### src/rtl/barrelshifter16_pkg.sv
// Shared types, direction codes and rotate reference functions for the
// barrel shifter driver and its bench.
package barrelshifter16_pkg;

  localparam logic [1:0] BS_DIR_LEFT  = 2'b10;
  localparam logic [1:0] BS_DIR_RIGHT = 2'b01;

  typedef enum logic [2:0] {
    BS_IDLE    = 3'd0,
    BS_WRITE   = 3'd1,
    BS_EXEC    = 3'd2,
    BS_CAPTURE = 3'd3,
    BS_RESP    = 3'd4
  } bs_drv_state_t;

  typedef struct packed {
    logic [15:0] data;
    logic        err;
  } bs_rsp_t;

  // Rotating the doubled word keeps both halves in range, so k=0 returns d.
  function automatic logic [15:0] rotl16(input logic [15:0] d, input logic [2:0] k);
    logic [31:0] t;
    t = {d, d} << k;
    return t[31:16];
  endfunction

  function automatic logic [15:0] rotr16(input logic [15:0] d, input logic [2:0] k);
    logic [31:0] t;
    t = {d, d} >> k;
    return t[15:0];
  endfunction

endpackage

### src/rtl/barrelshifter16_driver.sv
// Initiator for the barrelshifter16 peer: sequences enable/write/coeff pins per
// rotate request and returns the captured result on a valid/ready stream.
module barrelshifter16_driver
  import barrelshifter16_pkg::*;
#(
  parameter int unsigned WR_HOLD  = 3,
  parameter int unsigned EX_HOLD  = 2,
  parameter int unsigned CHECK_EN = 1
) (
  input  logic        aclk,
  input  logic        aresetn,
  input  logic        s_valid,
  output logic        s_ready,
  input  logic [15:0] s_data,
  input  logic [2:0]  s_amount,
  input  logic        s_left,
  output logic        m_valid,
  input  logic        m_ready,
  output logic [15:0] m_data,
  output logic        m_err,
  output logic        bs_enable,
  output logic        bs_write,
  output logic [1:0]  bs_direction,
  output logic [15:0] bs_input,
  output logic [2:0]  bs_coeff,
  input  logic [15:0] bs_result,
  output logic        busy,
  output logic [15:0] txn_count
);

  localparam int unsigned CNT_W = 8;

  bs_drv_state_t    state_q, state_d;
  logic [CNT_W-1:0] cnt_q, cnt_d;
  logic [15:0]      exp_data;
  logic             chk_err;

  // Reference rotate is taken from the request regs that also drive the peer.
  always_comb begin
    exp_data = '0;
    if (bs_direction == BS_DIR_LEFT) begin
      exp_data = rotl16(bs_input, bs_coeff);
    end else begin
      exp_data = rotr16(bs_input, bs_coeff);
    end
    chk_err = (CHECK_EN != 0) && (bs_result != exp_data);
  end

  always_ff @(posedge aclk or negedge aresetn) begin
    if (!aresetn) begin
      state_q <= BS_IDLE;
      cnt_q   <= '0;
    end else begin
      state_q <= state_d;
      cnt_q   <= cnt_d;
    end
  end

  always_comb begin
    state_d = state_q;
    cnt_d   = cnt_q;
    case (state_q)
      BS_IDLE: begin
        if (s_valid) begin
          state_d = BS_WRITE;
          cnt_d   = CNT_W'(WR_HOLD - 1);
        end
      end
      BS_WRITE: begin
        if (cnt_q == '0) begin
          state_d = BS_EXEC;
          cnt_d   = CNT_W'(EX_HOLD - 1);
        end else begin
          cnt_d = cnt_q - CNT_W'(1);
        end
      end
      BS_EXEC: begin
        if (cnt_q == '0) begin
          state_d = BS_CAPTURE;
        end else begin
          cnt_d = cnt_q - CNT_W'(1);
        end
      end
      BS_CAPTURE: state_d = BS_RESP;
      BS_RESP: begin
        if (m_ready) begin
          state_d = BS_IDLE;
        end
      end
      default: state_d = BS_IDLE;
    endcase
  end

  // Control outputs are registered from the next state so they align with it.
  always_ff @(posedge aclk or negedge aresetn) begin
    if (!aresetn) begin
      s_ready      <= 1'b1;
      busy         <= 1'b0;
      m_valid      <= 1'b0;
      bs_enable    <= 1'b0;
      bs_write     <= 1'b0;
      bs_direction <= '0;
      bs_input     <= '0;
      bs_coeff     <= '0;
      m_data       <= '0;
      m_err        <= 1'b0;
      txn_count    <= '0;
    end else begin
      s_ready   <= (state_d == BS_IDLE);
      busy      <= (state_d != BS_IDLE);
      m_valid   <= (state_d == BS_RESP);
      bs_enable <= (state_d == BS_WRITE) || (state_d == BS_EXEC);
      bs_write  <= (state_d == BS_WRITE);
      if ((state_q == BS_IDLE) && s_valid) begin
        bs_input     <= s_data;
        bs_coeff     <= s_amount;
        bs_direction <= s_left ? BS_DIR_LEFT : BS_DIR_RIGHT;
      end
      if (state_q == BS_CAPTURE) begin
        m_data <= bs_result;
        m_err  <= chk_err;
      end
      if ((state_q == BS_RESP) && m_ready) begin
        txn_count <= txn_count + 16'd1;
      end
    end
  end

endmodule

### config.mk
export PLATFORM = sky130hd
export DESIGN_NAME = barrelshifter16_driver
export DESIGN_NICKNAME = d
export VERILOG_FILES = /design/src/rtl/barrelshifter16_pkg.sv /design/src/rtl/barrelshifter16_driver.sv
export SDC_FILE = /design/constraint.sdc
export NUM_CORES = 1
export LEC_CHECK = 0
export ABC_AREA = 1
export BUFFER_PORTS_ARGS = -buffer_cell sky130_fd_sc_hd__buf_4
export CAP_MARGIN = 15
export CORE_MARGIN = 5
export CORE_UTILIZATION = 55
export DETAILED_ROUTE_END_ITERATION = 16
export GPL_TIMING_DRIVEN = 0
export PLACE_DENSITY_LB_ADDON = 0.05
export SLEW_MARGIN = 20
export SYNTH_ARGS = -nofsm -noshare
export SYNTH_HDL_FRONTEND = slang
export SYNTH_SLANG_ARGS = --single-unit
### constraint.sdc
create_clock -name aclk -period 2.7 [get_ports aclk]
set_input_delay 0.135 -clock aclk [delete_from_list [all_inputs] [get_ports aclk]]
set_output_delay 0.135 -clock aclk [all_outputs]
set_load 0.03 [all_outputs]
-- Yosys cells after proc, flatten, opt, wreduce, memory -nomap -nowiden
Cells that the tools add are included.
- reduce and logical (&&, ||, !) cells: 9
- shifts and indexed selects: 2
- add/sub/neg operators: 2
- equality and inequality tests: 11
- mux-type cells: 11
- operator list (operator ; number):
    $shl A32 B3 Y32 ; 1
    $shr A32 B3 Y16 ; 1
    $mux W8 ; 3
    $pmux W8 S3 ; 1
    $add A16 B1 Y16 const B ; 1
    $mux W16 ; 1
    $ne A16 B16 Y1 ; 1
    $pmux W3 S5 ; 1
    $mux W3 ; 4
    $eq A3 B2 Y1 const B ; 3
    $logic_not A8 Y1 ; 1
    $sub A8 B1 Y8 const B ; 1
    $eq A3 B1 Y1 const B ; 2
    $eq A3 B3 Y1 const B ; 2
    $logic_not A3 Y1 ; 2
    $reduce_bool A3 Y1 ; 2
    $ne A2 B2 Y1 const B ; 2
    $reduce_and A3 Y1 ; 1
    $eq A2 B2 Y1 const B ; 1
    $logic_and A1 B1 Y1 ; 2
    $mux W2 ; 1
    $logic_or A1 B1 Y1 ; 1
- output and inout port bits: 59
- bits of input ports: 40
- register bits after elaboration: 70
- word-level logic and storage cells: 48

-- Logic depth before layout (Yosys ltp)
Gate-level depths: netlist (run 1).
- depth after elaboration: 5
- depth in mapped cells: 16

-- Worst setup path before layout (run 1)
OpenSTA, ideal clock, no wires.
- path kind: register to register
- from: register bs_coeff[0]
- to: register m_err
- buffers on the path: 2
- arrival: 1796 ps
- period minus slack after synthesis: 1912 ps
- stages on the path, launching flop included: 16
- required time: 2583 ps
- path slack: 788 ps
- cell sequence: dfrtp_1 > buf_2 > inv_2 > buf_4 > nand2_1 > nand3_1 > nand3_1 > nand3_1 > nand3_1 > nand2_1 > nor2_1 > nand2_1 > nor2_1 > nand2_1 > nand2_1 > nand2_1
- cells in the longest elaborated chain, start to end: 3
- ends and longest elaborated chain (element ; line ; RTL):
    from (decl) ; barrelshifter16_driver.sv:25 ; output logic [2:0] bs_coeff,
    from (signal assigned) ; barrelshifter16_driver.sv:116 ; bs_coeff <= s_amount;
    $shr A32 B3 Y16 / $shl A32 B3 Y32 (equally long branches) ; barrelshifter16_pkg.sv:30, barrelshifter16_pkg.sv:24 ;
    $mux W16 (*) ; barrelshifter16_driver.sv:41 ; if (bs_direction == BS_DIR_LEFT) begin
    $ne A16 B16 Y1 (*) ; barrelshifter16_driver.sv:46 ; chk_err = (CHECK_EN != 0) && (bs_result != exp_data);
    to (signal assigned) ; barrelshifter16_driver.sv:121 ; m_err <= chk_err;
    to (decl) ; barrelshifter16_driver.sv:20 ; output logic m_err,
Mark *: on every way between the ends. The rest lies on a longest branch, timed or not.
A chain may end at the register's enable or synchronous reset.

-- Final worst setup path (run 1)
- from: register bs_coeff[2]
- to: register m_err
Same word-level chain as after synthesis.

==> results of run 1 <==
[per-layer routing]
metal,routed length [um],global-route usage,up-vias
li1,-,-,2270
met5,0,0,-
met4,493,0.128,0
met1,5260,0.342,2261
met2,6730,0.494,262
met3,987,0.0460,60
[state kept, by name, summed over array words and instances (netlist names)]
name / flops
bs_input: 16
state_q: 3
bs_direction: 2
m_data: 16
busy: 1
bs_write: 1
txn_count: 16
cnt_q: 8
bs_enable: 1
m_valid: 1
bs_coeff: 3
m_err: 1
s_ready: 1
[how the worst min path moves through the flow]
stage          slack [ns]       from          end  depth (start not counted)
5_1_grt             0.003  s_data[7]  bs_input[7]                          3
3_5_place_dp         0.31    aresetn  bs_input[7]                          1
2_1_floorplan       -0.16    aresetn  bs_coeff[0]                          0
6_report            0.004  s_data[7]  bs_input[7]                          3
4_1_cts            0.0007  s_data[7]  bs_input[7]                          3
3_3_place_gp         0.29    aresetn  bs_input[7]                          1
[final cells by class]
cell class	count	area [sq um]	area share
multi-input cells	467	2290	0.413
flip-flops and latches	70	1750	0.316
repair buffers	115	906	0.163
inverters	44	165	0.0298
clock buffers	10	138	0.0248
well taps	102	128	0.0230
plain buffers	25	105	0.0189
clock inverters	6	61.3	0.0111
[cell families (layout without fill, tap and decap cells)]
group	Yosys count	after routing	share of synthesized area
AO/OA/AOI/OAI	39	39	0.0537
XOR/XNOR	17	17	0.0345
adder cells (fa/ha/maj)	3	3	0.00870
buffers and inverters	69	200	0.0626
flip-flops	70	70	0.406
multiplexers	1	1	0.00261
AND/OR/NAND/NOR	407	407	0.432
[cell usage after synthesis (all sizes together)]
master and n:
a2111o 3, a21oi 9, buf 11, clkbuf 14, dfrtp 69, dfstp 1, ha 3, inv 44
mux2 1, nand2 177, nand3 188, nand4 4, nor2 31, nor3 5, o21a 1, o21ai 24
o21bai 1, o22ai 1, or2 2, xnor2 6, xor2 11
[where the power goes]
part / internal, uW / switching [uW] / leakage [uW] / total, uW
clock: 449 / 408 / 0.000102 / 857
combinational: 1660 / 3380 / 0.00193 / 5050
sequential: 1450 / 350 / 0.000868 / 1800
total: 3570 / 4140 / 0.00290 / 7710
[stage by stage]
stage	setup slack, ns	hold slack [ns]	util	cell area (sq um)	power, uW
floorplan	0.788	-0.161	-	4310	5250
global placement	0.419	0.292	0.674	5180	6650
detailed placement	0.442	0.308	0.674	5180	6730
CTS	0.406	0.000747	0.722	5550	7620
global route	0.138	0.00253	0.722	5550	8330
finish	0.287	0.00357	0.722	5550	7710
[critical path, delay by kind of cell, from the launching register on]
kind	cells	cell delay, ns
buf+inv	3	0.90
simple gates	11	1.03
flops	1	0.39
[cell usage in the layout, fill, tap and decap left out, drive strengths merged, types with 2 or more instances in the layout]
master,synthesis,routed
a21oi,9,9
nor2,31,31
xnor2,6,6
clkbuf,14,24
nand2,177,177
nand4,4,4
xor2,11,11
dlygate4sd3,0,17
nand3,188,188
a2111o,3,3
nor3,5,5
ha,3,3
inv,44,44
buf,11,109
o21ai,24,24
clkinv,0,4
or2,2,2
dfrtp,69,69
[what timing repair did]
| action | CTS | global route |
|---|---|---|
| setup endpoints to repair | 0 | 0 |
| hold endpoints to repair | 85 | 0 |
| hold buffers | 17 | 0 |
==> flow_summary.json, run 1 <==
{
  "synthesis.instances": 606,
  "cts_root_cell": "clkbuf_8",
  "synth_top_cell_area_share": 0.400,
  "fp-row-count": 32,
  "final.setup_skew_ns": 0.00895,
  "synth_area_leader_cell": "dfrtp_1",
  "ctsLongestPathBuffers": 2,
  "ys_seq_elements": 70,
  "globalRouteOverflowTotal": 0,
  "ioPinCount": 99,
  "synth_cell_types": 32,
  "drt_first_iter_violations": 537,
  "irDropWorstVdd_mv": 0.863,
  "layout.cells.non_filler": 839,
  "post_cts.resized_instances": 0,
  "fin_nets": 775,
  "cts_tree": "yes",
  "synth-seq-area-share": 0.406,
  "firstDrtPassIters": 7,
  "die_h_um": 98.6,
  "maxClockFrequency_mhz": 414,
  "static-leakage-power_uw": 0.00290,
  "critical_path.endpoint_type": "flip-flop",
  "slew_viol_final": 0,
  "setup_viol": 0,
  "grt_pass1_wl_um": 22600,
  "routedWlPerCell_um": 16.1,
  "critical-path-slowest-cell": "clkbuf_1",
  "antennaDiodeCount": 0,
  "grt_antenna_before_repair": 0,
  "outcome": "finished, final reports clean",
  "power_density_nw_per_um2": 1390,
  "cp-startpoint": "bs_coeff[2]",
  "ys_warn_count": 0,
  "postSynthNetCount": 649,
  "critPathRequiredTime_ns": 2.93,
  "core_area_sq_um": 7690,
  "initial_utilization": 0.561,
  "worst_ep_arrival_time_ns": 2.65,
  "synthesis.area_sq_um": 4310,
  "rsz0062_at_grt": "false",
  "timing.critical_path.slowest_cell_delay_ns": 0.54,
  "maxSlewHeadroom": 0.408,
  "area.growth.synth_to_final_pct": 28.6,
  "hold_violations": 0,
  "critical_path_peak_fanout": 10,
  "worst_slew_pin_slew_ns": 0.888,
  "crit_path_end": "m_err",
  "synth_area_leaders": "dfrtp_1, nand3_1, nand2_1, inv_1, o21ai_0",
  "clkLatencyLatePin_ns": 0.34,
  "worstReg2RegEnd": "m_err",
  "avgSynthCellArea_sq_um": 7.12,
  "routed_via_count": 4853,
  "grt_pass1_vias": 4893,
  "totalNegativeSetupSlack_ns": 0,
  "floorplan.die_area_sq_um": 9720,
  "post-route-drc-count": 0,
  "clk_pin_slew_worst_paths_ns": 0.08,
  "post_cts.repair.setup_buffers": 0,
  "grt_start_max_net_pins": 71,
  "post_route_cells_drive_above_1_share": 0.195,
  "final.period_utilization": 0.894,
  "htree_levels": 3,
  "finalWeightedCongestion": 0.965,
  "dieWidth_um": 98.6,
  "dpl.cell_count": 806,
  "fillerInstances": 639,
  "grt_util_all_layers": 0.283,
  "antenna_left": 0,
  "final.min_clock_period_ns": 2.41,
  "crit_path_cell_trace": "clkbuf_1 > inv_1 > clkbuf_1 > nand3_1 > nand3_1 > nand2_1 > nand2_1 > nand2_1 > nor2_1 > nand2_1 > nor2_1 > nand2_1 > nand2_1 > nand2_1",
  "worst_setup_slack_for_register_to_register_paths_ns": 0.29,
  "critPathMostFrequentCell": "nand2_1",
  "route.final.wire_length_um": 13500,
  "detail_route.vias_per_cell": 5.78,
  "timing.reg2reg.worst_path_depth": 14,
  "clk_sink_count": 70,
  "critPathKind": "flip-flop to flip-flop",
  "cts_inserted_buffers": 9,
  "min_path_type": "primary input to flip-flop",
  "start_kind": "flip-flop",
  "drv.max_cap_violation_count": 0,
  "worst_r2r_startpoint": "bs_coeff[2]",
  "hpwlAfterDp_um": 10000,
  "io_buffer_count": 98
}
No activity file was read; power rests on OpenSTA's default activity.
==> inputs of run 2 (changes only) <==
--- a/config.mk
+++ b/config.mk
@@ -6,11 +6,11 @@
 export NUM_CORES = 1
 export LEC_CHECK = 0
 export ABC_AREA = 1
-export BUFFER_PORTS_ARGS = -buffer_cell sky130_fd_sc_hd__buf_4
 export CAP_MARGIN = 15
 export CORE_MARGIN = 5
 export CORE_UTILIZATION = 55
 export DETAILED_ROUTE_END_ITERATION = 16
+export DONT_BUFFER_PORTS = 1
 export GPL_TIMING_DRIVEN = 0
 export PLACE_DENSITY_LB_ADDON = 0.05
 export SLEW_MARGIN = 20
==> flow_summary.json, run 2 (synthesized netlist as in run 1, its figures left out) <==
{
  "rsz0062_at_grt": "false",
  "start_kind": "flip-flop",
  "critical-path-slowest-cell": "dfrtp_1",
  "io_buffer_count": 0,
  "static-leakage-power_uw": 0.00254,
  "critical_path.endpoint_type": "flip-flop",
  "final.min_clock_period_ns": 2.41,
  "min_path_type": "primary input to flip-flop",
  "core_area_sq_um": 7690,
  "clkLatencyLatePin_ns": 0.35,
  "post_route_cells_drive_above_1_share": 0.0726,
  "hold_violations": 0,
  "worst_slew_pin_slew_ns": 0.565,
  "routed_via_count": 4484,
  "clk_sink_count": 70,
  "layout.cells.non_filler": 763,
  "ioPinCount": 99,
  "crit_buf_inv": 2,
  "finalInstanceArea_sq_um": 5080,
  "power_density_nw_per_um2": 1440,
  "critPathKind": "flip-flop to flip-flop",
  "setup_viol": 0,
  "critPathRequiredTime_ns": 2.94,
  "critical_path_peak_fanout": 10,
  "antennaDiodeCount": 0,
  "area.growth.synth_to_final_pct": 17.9,
  "biggestRegsByFlops": "bs_input: 16 flops, m_data: 16 flops, txn_count: 16 flops",
  "routedWlPerCell_um": 17.1,
  "cts_root_cell": "clkbuf_8",
  "post_dp_cell_area_sq_um": 4440,
  "cpLargestDelayFamily": "simple AND/OR/NAND/NOR gates",
  "die_h_um": 98.6,
  "grt_pass1_wl_um": 21600,
  "worst_ep_arrival_time_ns": 2.65,
  "initial_utilization": 0.561,
  "drt_first_iter_violations": 478,
  "floorplan.die_area_sq_um": 9720,
  "htree_levels": 3,
  "cts_inserted_buffers": 9,
  "critPathMostFrequentCell": "nand2_1",
  "crit_path_cell_trace": "inv_1 > nor2_4 > clkbuf_1 > nand3_1 > nand3_1 > nand2_1 > nor2_1 > nand2_1 > nor2_1 > nand2_1 > nand2_1 > nand2_1",
  "fp-row-count": 32,
  "antenna_left": 0,
  "dieWidth_um": 98.6,
  "firstDrtPassIters": 6,
  "leading_cell_types_in_the_layout_fill_and_taps_excluded": "nand3_1, nand2_1, dfrtp_1",
  "post-route-drc-count": 0,
  "grt_start_max_net_pins": 71,
  "grt_antenna_before_repair": 0,
  "clk_pin_slew_worst_paths_ns": 0.08,
  "dpl.cell_count": 708,
  "final_core_utilization": 0.661,
  "final.setup_skew_ns": 0.0138,
  "maxSlewHeadroom": 0.623,
  "slew_viol_final": 0,
  "drv.max_cap_violation_count": 0,
  "finalWeightedCongestion": 0.953,
  "outcome": "finished, final reports clean",
  "grt_pass1_vias": 4490,
  "ctsLongestPathBuffers": 2,
  "hpwlAfterDp_um": 9490,
  "totalNegativeSetupSlack_ns": 0,
  "globalRouteOverflowTotal": 0,
  "worst_setup_slack_for_register_to_register_paths_ns": 0.29,
  "cts_tree": "yes",
  "route.final.wire_length_um": 13000,
  "timing.critical_path.slowest_cell_delay_ns": 0.54,
  "maxClockFrequency_mhz": 414,
  "final.period_utilization": 0.894,
  "fin_nets": 699,
  "grt_util_all_layers": 0.272,
  "layout.cells.most_common": "nand3_1",
  "post_cts.repair.setup_buffers": 0,
  "irDropWorstVdd_mv": 0.788,
  "detail_route.vias_per_cell": 5.88
}
run 2: cell count changes in the layout (fill, tap and decap cells not counted), sizes merged:
cell,change
buf,-97
clkinv,-2
dlygate4sd3,+21
bufinv,+1
inv,+2
clkinvlp,-1
run 2: worst register-to-register path, delay by kind of cell (launching register included):
kind	cells	cell delay, ns
buffers and inverters	2	0.64
and+or+nand+nor	10	1.12
DFF	1	0.54
run 2: worst paths after layout:
path	to	cells after the start	startpoint
worst max-delay path	m_err	12	bs_direction[1]
worst min-delay path	txn_count[2]	2	m_ready
worst max register to register	m_err	12	bs_direction[1]
worst min register to register	cnt_q[6]	2	cnt_q[6]
max in group asynchronous	s_ready	2	aresetn
min in group asynchronous	bs_input[8]	2	aresetn
run 2: per-layer routing:
metal  global-route usage  wire length, um  vias to the layer above
met3               0.0701              957                       51
met4                0.128              503                        0
met2                0.453             6470                      215
li1                     -                -                     2130
met5                    0                0                        -
met1                0.328             5110                     2088
run 2: report_power, final:
group / internal (uW) / switching [uW]
Combinational: 1260 / 2570
Sequential: 1440 / 1050
Clock: 552 / 422
run 2: timing repair:
action                                  4_1_cts  5_1_grt
gates resized for setup                       0        3
endpoints found under the setup margin        0        1
hold buffers                                 39        0
hold endpoints to repair                    109        0
run 2: per-stage QoR:
stage               setup WS, ns  total power (uW)  hold WS, ns
finish                     0.286              7300       0.0301
global placement           0.268              6100       -0.159
detailed placement         0.284              6170       -0.159
floorplan                  0.788              5250       -0.161
global route              0.0206              7910       0.0426
CTS                        0.272              7230       0.0269
run 2: cell type report:
cell class	count	area (sq um)
Fill cell	669	2600
Multi-Input combinational cell	467	2300
Sequential cell	70	1750
Timing Repair Buffer	39	408
Inverter	44	165
Clock buffer	10	138
Tap cell	102	128
Buffer	25	106
Clock inverter	6	91.3
